**config.mk**
```make
export PLATFORM = sky130hd
export DESIGN_NAME = prefetch_queue
export DESIGN_NICKNAME = d
export VERILOG_FILES = /design/src/rtl/prefetch_queue.sv
export SDC_FILE = /design/constraint.sdc
export NUM_CORES = 2
export LEC_CHECK = 0
export CAP_MARGIN = 20
export CORE_AREA = 2 2 288 290
export CTS_BUF_LIST = sky130_fd_sc_hd__clkbuf_4
export DETAILED_ROUTE_END_ITERATION = 10
export DIE_AREA = 0 0 290 292
export GPL_TIMING_DRIVEN = 1
export PLACE_DENSITY = 0.66
export SYNTH_ARGS = -nofsm -noshare
export SYNTH_HDL_FRONTEND = slang
export SYNTH_SLANG_ARGS = --single-unit
```
**constraint.sdc**
```tcl
create_clock -name clock -period 5.3 [get_ports clock]
set_clock_uncertainty 0.05 [all_clocks]
set_input_delay 1.06 -clock clock [delete_from_list [all_inputs] [get_ports clock]]
set_output_delay 1.06 -clock clock [all_outputs]
set_load 0.02 [all_outputs]
```
**src/rtl/prefetch_queue.sv**
```systemverilog
// prefetch_queue: byte-granular instruction prefetch queue.
// Issues word-aligned 32-bit code reads ahead of execution into a circular
// byte queue and presents a 16-byte window starting at o_eip to the decoder.
// Optional feature macro: PREFETCH_QUEUE_STATS_EN adds o_flush_count and
// o_starve_count statistics outputs.
module prefetch_queue #(
   parameter int          DEPTH_BYTES   = 32,
   parameter logic [31:0] RESET_ADDRESS = 32'hFFFF_FFF0
) (
   input  logic        clock,
   input  logic        reset,
   input  logic        i_flush,
   input  logic [31:0] i_flush_address,
   output logic        o_code_vaild,
   input  logic        i_code_ready,
   output logic [31:0] o_code_address,
   input  logic [31:0] i_code_data_read,
   output logic [7:0]  o_instruction [0:15],
   output logic [4:0]  o_bytes_valid,
   output logic [31:0] o_eip,
   input  logic        i_consume,
   input  logic [4:0]  i_consume_count
`ifdef PREFETCH_QUEUE_STATS_EN
   ,
   output logic [15:0] o_flush_count,
   output logic [31:0] o_starve_count
`endif
);

   localparam int PW = $clog2(DEPTH_BYTES);
   localparam int CW = PW + 1;
   // Highest fill level that still leaves room for one full word.
   localparam logic [CW-1:0] REQ_LIMIT = CW'(DEPTH_BYTES - 4);

   typedef enum logic [1:0] {IDLE, REQ, DRAIN} state_t;

   state_t          state, state_next;
   logic [7:0]      queue [DEPTH_BYTES];
   logic [PW-1:0]   rd_ptr, wr_ptr;
   logic [CW-1:0]   count, count_next, written;
   logic [31:0]     fetch_addr;   // address of the next word to request
   logic [31:0]     drain_addr;   // address of the abandoned request while draining
   logic [1:0]      skip;         // leading bytes of the next word that are discarded
   logic [2:0]      wr_bytes;
   logic            accept;
   logic [4:0]      consume_n;
   logic [3:0]      wr_en;
   logic [PW-1:0]   wr_idx [4];

   // A returning word is kept only in REQ and only when no flush overrides it.
   assign accept     = (state == REQ) && i_code_ready && !i_flush;
   assign wr_bytes   = 3'd4 - {1'b0, skip};
   assign written    = accept ? CW'(wr_bytes) : '0;
   assign o_bytes_valid = (count >= CW'(16)) ? 5'd16 : count[4:0];
   assign consume_n  = !i_consume ? 5'd0 :
                       (i_consume_count < o_bytes_valid) ? i_consume_count : o_bytes_valid;
   assign count_next = count + written - CW'(consume_n);

   // State register.
   always_ff @(posedge clock or posedge reset) begin
      // NOTE: registers use non-blocking assignments so every flop samples pre-edge values.
      if (reset) state <= IDLE;
      else       state <= state_next;
   end

   // Next-state logic: flush dominates; a request left hanging must be drained.
   always_comb begin
      // NOTE: default assignment first so no path leaves state_next unassigned (no latch).
      state_next = state;
      if (i_flush) begin
         state_next = ((state != IDLE) && !i_code_ready) ? DRAIN : REQ;
      end else begin
         case (state)
            IDLE:    if (count <= REQ_LIMIT) state_next = REQ;
            REQ:     if (i_code_ready) state_next = (count_next <= REQ_LIMIT) ? REQ : IDLE;
            DRAIN:   if (i_code_ready) state_next = REQ;
            default: state_next = IDLE;
         endcase
      end
   end

   // Bus request outputs: draining keeps presenting the old address.
   always_comb begin
      o_code_vaild   = (state != IDLE);
      o_code_address = (state == DRAIN) ? drain_addr : fetch_addr;
   end

   // Queue pointers, fill count, instruction pointer and fetch address.
   always_ff @(posedge clock or posedge reset) begin
      if (reset) begin
         rd_ptr     <= '0;
         wr_ptr     <= '0;
         count      <= '0;
         o_eip      <= RESET_ADDRESS;
         fetch_addr <= RESET_ADDRESS & ~32'd3;
         drain_addr <= RESET_ADDRESS & ~32'd3;
         skip       <= RESET_ADDRESS[1:0];
      end else if (i_flush) begin
         rd_ptr     <= '0;
         wr_ptr     <= '0;
         count      <= '0;
         o_eip      <= i_flush_address;
         fetch_addr <= i_flush_address & ~32'd3;
         skip       <= i_flush_address[1:0];
         // Capture the in-flight address only when entering DRAIN from REQ;
         // a repeated flush while draining keeps the original one.
         if ((state == REQ) && !i_code_ready) drain_addr <= fetch_addr;
      end else begin
         rd_ptr <= rd_ptr + PW'(consume_n);
         o_eip  <= o_eip + 32'(consume_n);
         count  <= count_next;
         if (accept) begin
            wr_ptr     <= wr_ptr + PW'(wr_bytes);
            fetch_addr <= fetch_addr + 32'd4;
            skip       <= 2'd0;
         end
      end
   end

   // Byte lanes of the returning word that land in the queue, packed at wr_ptr.
   always_comb begin
      for (int j = 0; j < 4; j++) begin
         wr_en[j]  = accept && (2'(j) >= skip);
         wr_idx[j] = wr_ptr + PW'(j) - PW'(skip);
      end
   end

   // Queue storage write.
   always_ff @(posedge clock) begin
      // NOTE: the byte array is not reset; count gates every read, so stale bytes are never visible.
      for (int j = 0; j < 4; j++) begin
         if (wr_en[j]) queue[wr_idx[j]] <= i_code_data_read[8*j +: 8];
      end
   end

   // Decoder window: bytes beyond the valid count read as zero.
   always_comb begin
      for (int i = 0; i < 16; i++) begin
         o_instruction[i] = (5'(i) < o_bytes_valid) ? queue[rd_ptr + PW'(i)] : 8'h00;
      end
   end

`ifdef PREFETCH_QUEUE_STATS_EN
   // Statistics: saturating flush counter and wrapping starvation counter.
   always_ff @(posedge clock or posedge reset) begin
      if (reset) begin
         o_flush_count  <= '0;
         o_starve_count <= '0;
      end else begin
         if (i_flush && (o_flush_count != 16'hFFFF)) o_flush_count <= o_flush_count + 16'd1;
         if ((o_bytes_valid == 5'd0) && (state != IDLE)) o_starve_count <= o_starve_count + 32'd1;
      end
   end
`endif

endmodule

```
==> impl_metrics.toml <==
[timing]
drv_slew = 0
period_needed_ns = 5.36
worst_pin_slew_ns = 1.20
finalCritPeriodShare_pct = 101
slew_headroom_pct = 20.2
holdWs_ns = 0.356
finalHoldViolations = 0
fmax_ghz = 0.186
setup_viol = 4
setup_slack_ns = -0.0642

[placed_design]
hpwl_um = 135000
dp_slack_ns = 0.0851
placed_cells = 4904
gp_congestion = 1.17
io_buffers = 269

[synth]
ys_seq_area_share_pct = 27.9
synth.area.top_cells = "edfxtp_1, mux4_2, mux2i_1"
synth_edf_count = 256
synth.avg_cell_area_um2 = 10.1
netlist_area_mm2 = 0.0380
synth_top_area_cell = "edfxtp_1"
yosys_register_bits = 368
syn_inst = 3749
synth_cell_types = 93
ys.flop_type = "edfxtp_1"
yosys_warnings = 0
yosys.area.top_type_share_pct = 20.2
async_reset_ff_share_pct = 30.4

[clock_network]
cts_sinks = 368
clock_path_buffers = 3
insertion_delay_ns = 0.90
cts_tree = "done"
htreeDepth = 3
numCtsBuffers = 92
cts_root_buf = "clkbuf_4"
clk_pin_slew_ns = 0.07

[global_route]
grt_overflow_total = 0
antenna_found_initial = 5
grt_usage_pct = 41.0
grt_pass1_wl_um = 252000
grt_max_degree = 104
first_global_vias = 33836

[power]
vdd.ir_drop.worst_uv = 460
power_frac_clock_pct = 8.6
powerDensity_mw_per_mm2 = 669
comb_power_share_pct = 77.4
leakagePower_uw = 0.0159
p_int_uw = 13700
power_frac_seq_pct = 13.9
switching_power_uw = 15600
power_uw = 29300
switching_share_pct = 53.2

[floorplan]
io_pins = 272
die_area_mm2 = 0.0847
die_h_um = 292
start_util_pct = 46.6
placement_rows = 105
die_w_um = 290
coreArea_mm2 = 0.0816

[route]
route.detailed.drc = 0
wire_per_inst_um = 35.2
drtIter0Drc = 7396
antenna_left = 0
routed_wl_um = 180000
vias = 38012
vias_per_cell = 7.46
dr.pass1.iters = 8

[setup_path]
start_kind = "register"
cpPeakStageDelay_ns = 0.61
crit_fanout = 29
required_ns = 4.19
startpoint = "rd_ptr[1]"
critical_path.slowest_cell = "mux2i_1"
worstPathCellList = "inv_1 -> ha_4 -> buf_12 -> mux4_2 -> mux2i_1 -> and2_1 -> o32ai_1 -> clkdlybuf4s50_1"
worstReg2RegStart = "wr_ptr[2]"
worstPathArrival_ns = 4.25
crit_type = "reg -> out"
path_delay_family = "multiplexers"
end_kind = "output port"
path_buf_inv = 3

[cells_and_area]
seqCellArea_mm2 = 0.0106
multi_input_area_mm2 = 0.0258
fin_cells = 5098
fill_cells = 7240
drive_gt1_share_pct = 23.4
syn2layout_area_growth_pct = 15.2
nets = 4084

[status]
outcome = "finished with violations"
violations = "negative setup slack"

[job]
maxCapViolations = 0

[min_path]
hp-class = "in -> async"
[cell type report]
| class | instances | area share [%] |
|---|---|---|
| clock inverter | 47 | 0.669 |
| clock buffer | 124 | 2.13 |
| multi-input combinational | 2946 | 59.0 |
| antenna | 3 | 0.0171 |
| timing repair buffer | 487 | 10.5 |
| tap | 1070 | 3.06 |
| sequential | 368 | 24.2 |
| inverter | 53 | 0.460 |
[cell usage after synthesis (17+ instances only)]
library cell	n
nand3_1	89
a211oi_1	71
nor3_1	98
nand4_1	65
o32ai_1	50
buf_2	126
dfstp_2	84
o221ai_1	46
inv_1	48
a22oi_1	25
and2_1	53
o22ai_1	231
mux4_2	286
xor2_1	34
clkbuf_1	192
dfrtp_1	28
o31ai_1	34
o22a_1	33
edfxtp_1	256
and4_1	24
buf_4	17
o211ai_1	40
a31oi_1	21
nor2_1	115
and3_1	20
o21ai_0	59
a222oi_1	21
mux2i_1	434
nand2b_1	47
ha_1	52
a221oi_1	30
buf_1	30
mux2_2	73
a21oi_1	268
xnor2_1	49
nand2_1	327
[power by group through the flow]
stage	combinational [µW]	sequential [µW]	clock, µW
2_1_floorplan	12600	3880	0
3_3_place_gp	21100	4080	0
3_5_place_dp	21200	4100	0
4_1_cts	21400	4040	2540
5_1_grt	23200	4100	2680
6_report	22700	4080	2530
[cell families after synthesis]
logic type               synth area share, %
AO/OA/AOI/OAI                           18.9
AND/OR/NAND/NOR                         13.3
multiplexers                            30.5
buffers and inverters                   5.13
flip-flops                              27.9
XOR/XNOR                                2.00
adder cells (fa/ha/maj)                 2.24
other                                0.00987
[final timing paths]
check / endpoint / slack, ns / depth (start not counted)
max: o_instruction[71] / -0.06 / 8
min: rd_ptr[4] / 0.36 / 2
max reg2reg: queue[13][0] / 0.63 / 8
min reg2reg: drain_addr[3] / 0.46 / 1
max in group asynchronous: skip[1] / 4.03 / 3
min in group clock: drain_addr[3] / 0.46 / 1
[worst reg2reg max path, stage by stage (launching register included)]
cell	delay, ns
dfrtp_1	0.61
inv_1	0.29
ha_1	0.54
nor2b_1	0.75
o31a_1	0.62
buf_4	0.27
o211ai_2	0.25
and2_1	0.39
o211ai_1	0.48
[layout by cell type (no fill, tap or decap), types with 25 or more instances in the layout]
master	synthesis	layout
o211ai_1	40	40
buf_4	17	193
nor2_1	115	113
a211oi_1	71	71
a21oi_1	268	266
nand2_1	327	327
o22ai_1	231	230
mux2i_1	434	410
o32ai_1	50	50
o22a_1	33	33
ha_1	52	47
inv_1	48	47
o31ai_1	34	34
nand4_1	65	65
o221ai_1	46	44
mux4_2	286	286
and2_1	53	53
a22oi_1	25	25
mux2_2	73	73
nand3_1	89	85
xnor2_1	49	44
o21ai_0	59	59
dfstp_2	84	84
clkinv_1	1	30
nor3_1	98	95
nand2b_1	47	47
clkbuf_4	0	124
edfxtp_1	256	256
a221oi_1	30	27
xor2_1	34	33
clkdlybuf4s50_1	0	258
[per-layer routing]
metal / global-route usage [%] / share of wire, %
met5: 0 / 0.017
met4: 26.2 / 8.7
met3: 15.4 / 16
met2: 56.1 / 39
met1: 54.2 / 36
[flip-flops by register name, summed over array words and instances (netlist names)]
signal,flops
queue,256
fetch_addr,30
state,2
o_eip,32
count,6
rd_ptr,5
skip,2
drain_addr,30
wr_ptr,5
[metrics by stage]
stage | TNS (ns) | cell area [µm²] | util [%]
after global routing | -0.0480 | 43800 | 53.7
after global placement | 0 | 42000 | 51.5
after detailed placement | 0 | 42000 | 51.5
after CTS | -0.00206 | 43400 | 53.2
final | -0.0904 | 43800 | 53.7
after floorplan | 0 | 38000 | -
[timing repair]
item | CTS | global route
resized for setup | 32 | 45
pin swaps | 3 | 0
hold buffers | 0 | 0
cloned | 0 | 3
endpoints found under the setup margin | 85 | 91
setup buffers | 4 | 10
Power figures use the tool's default switching activity.
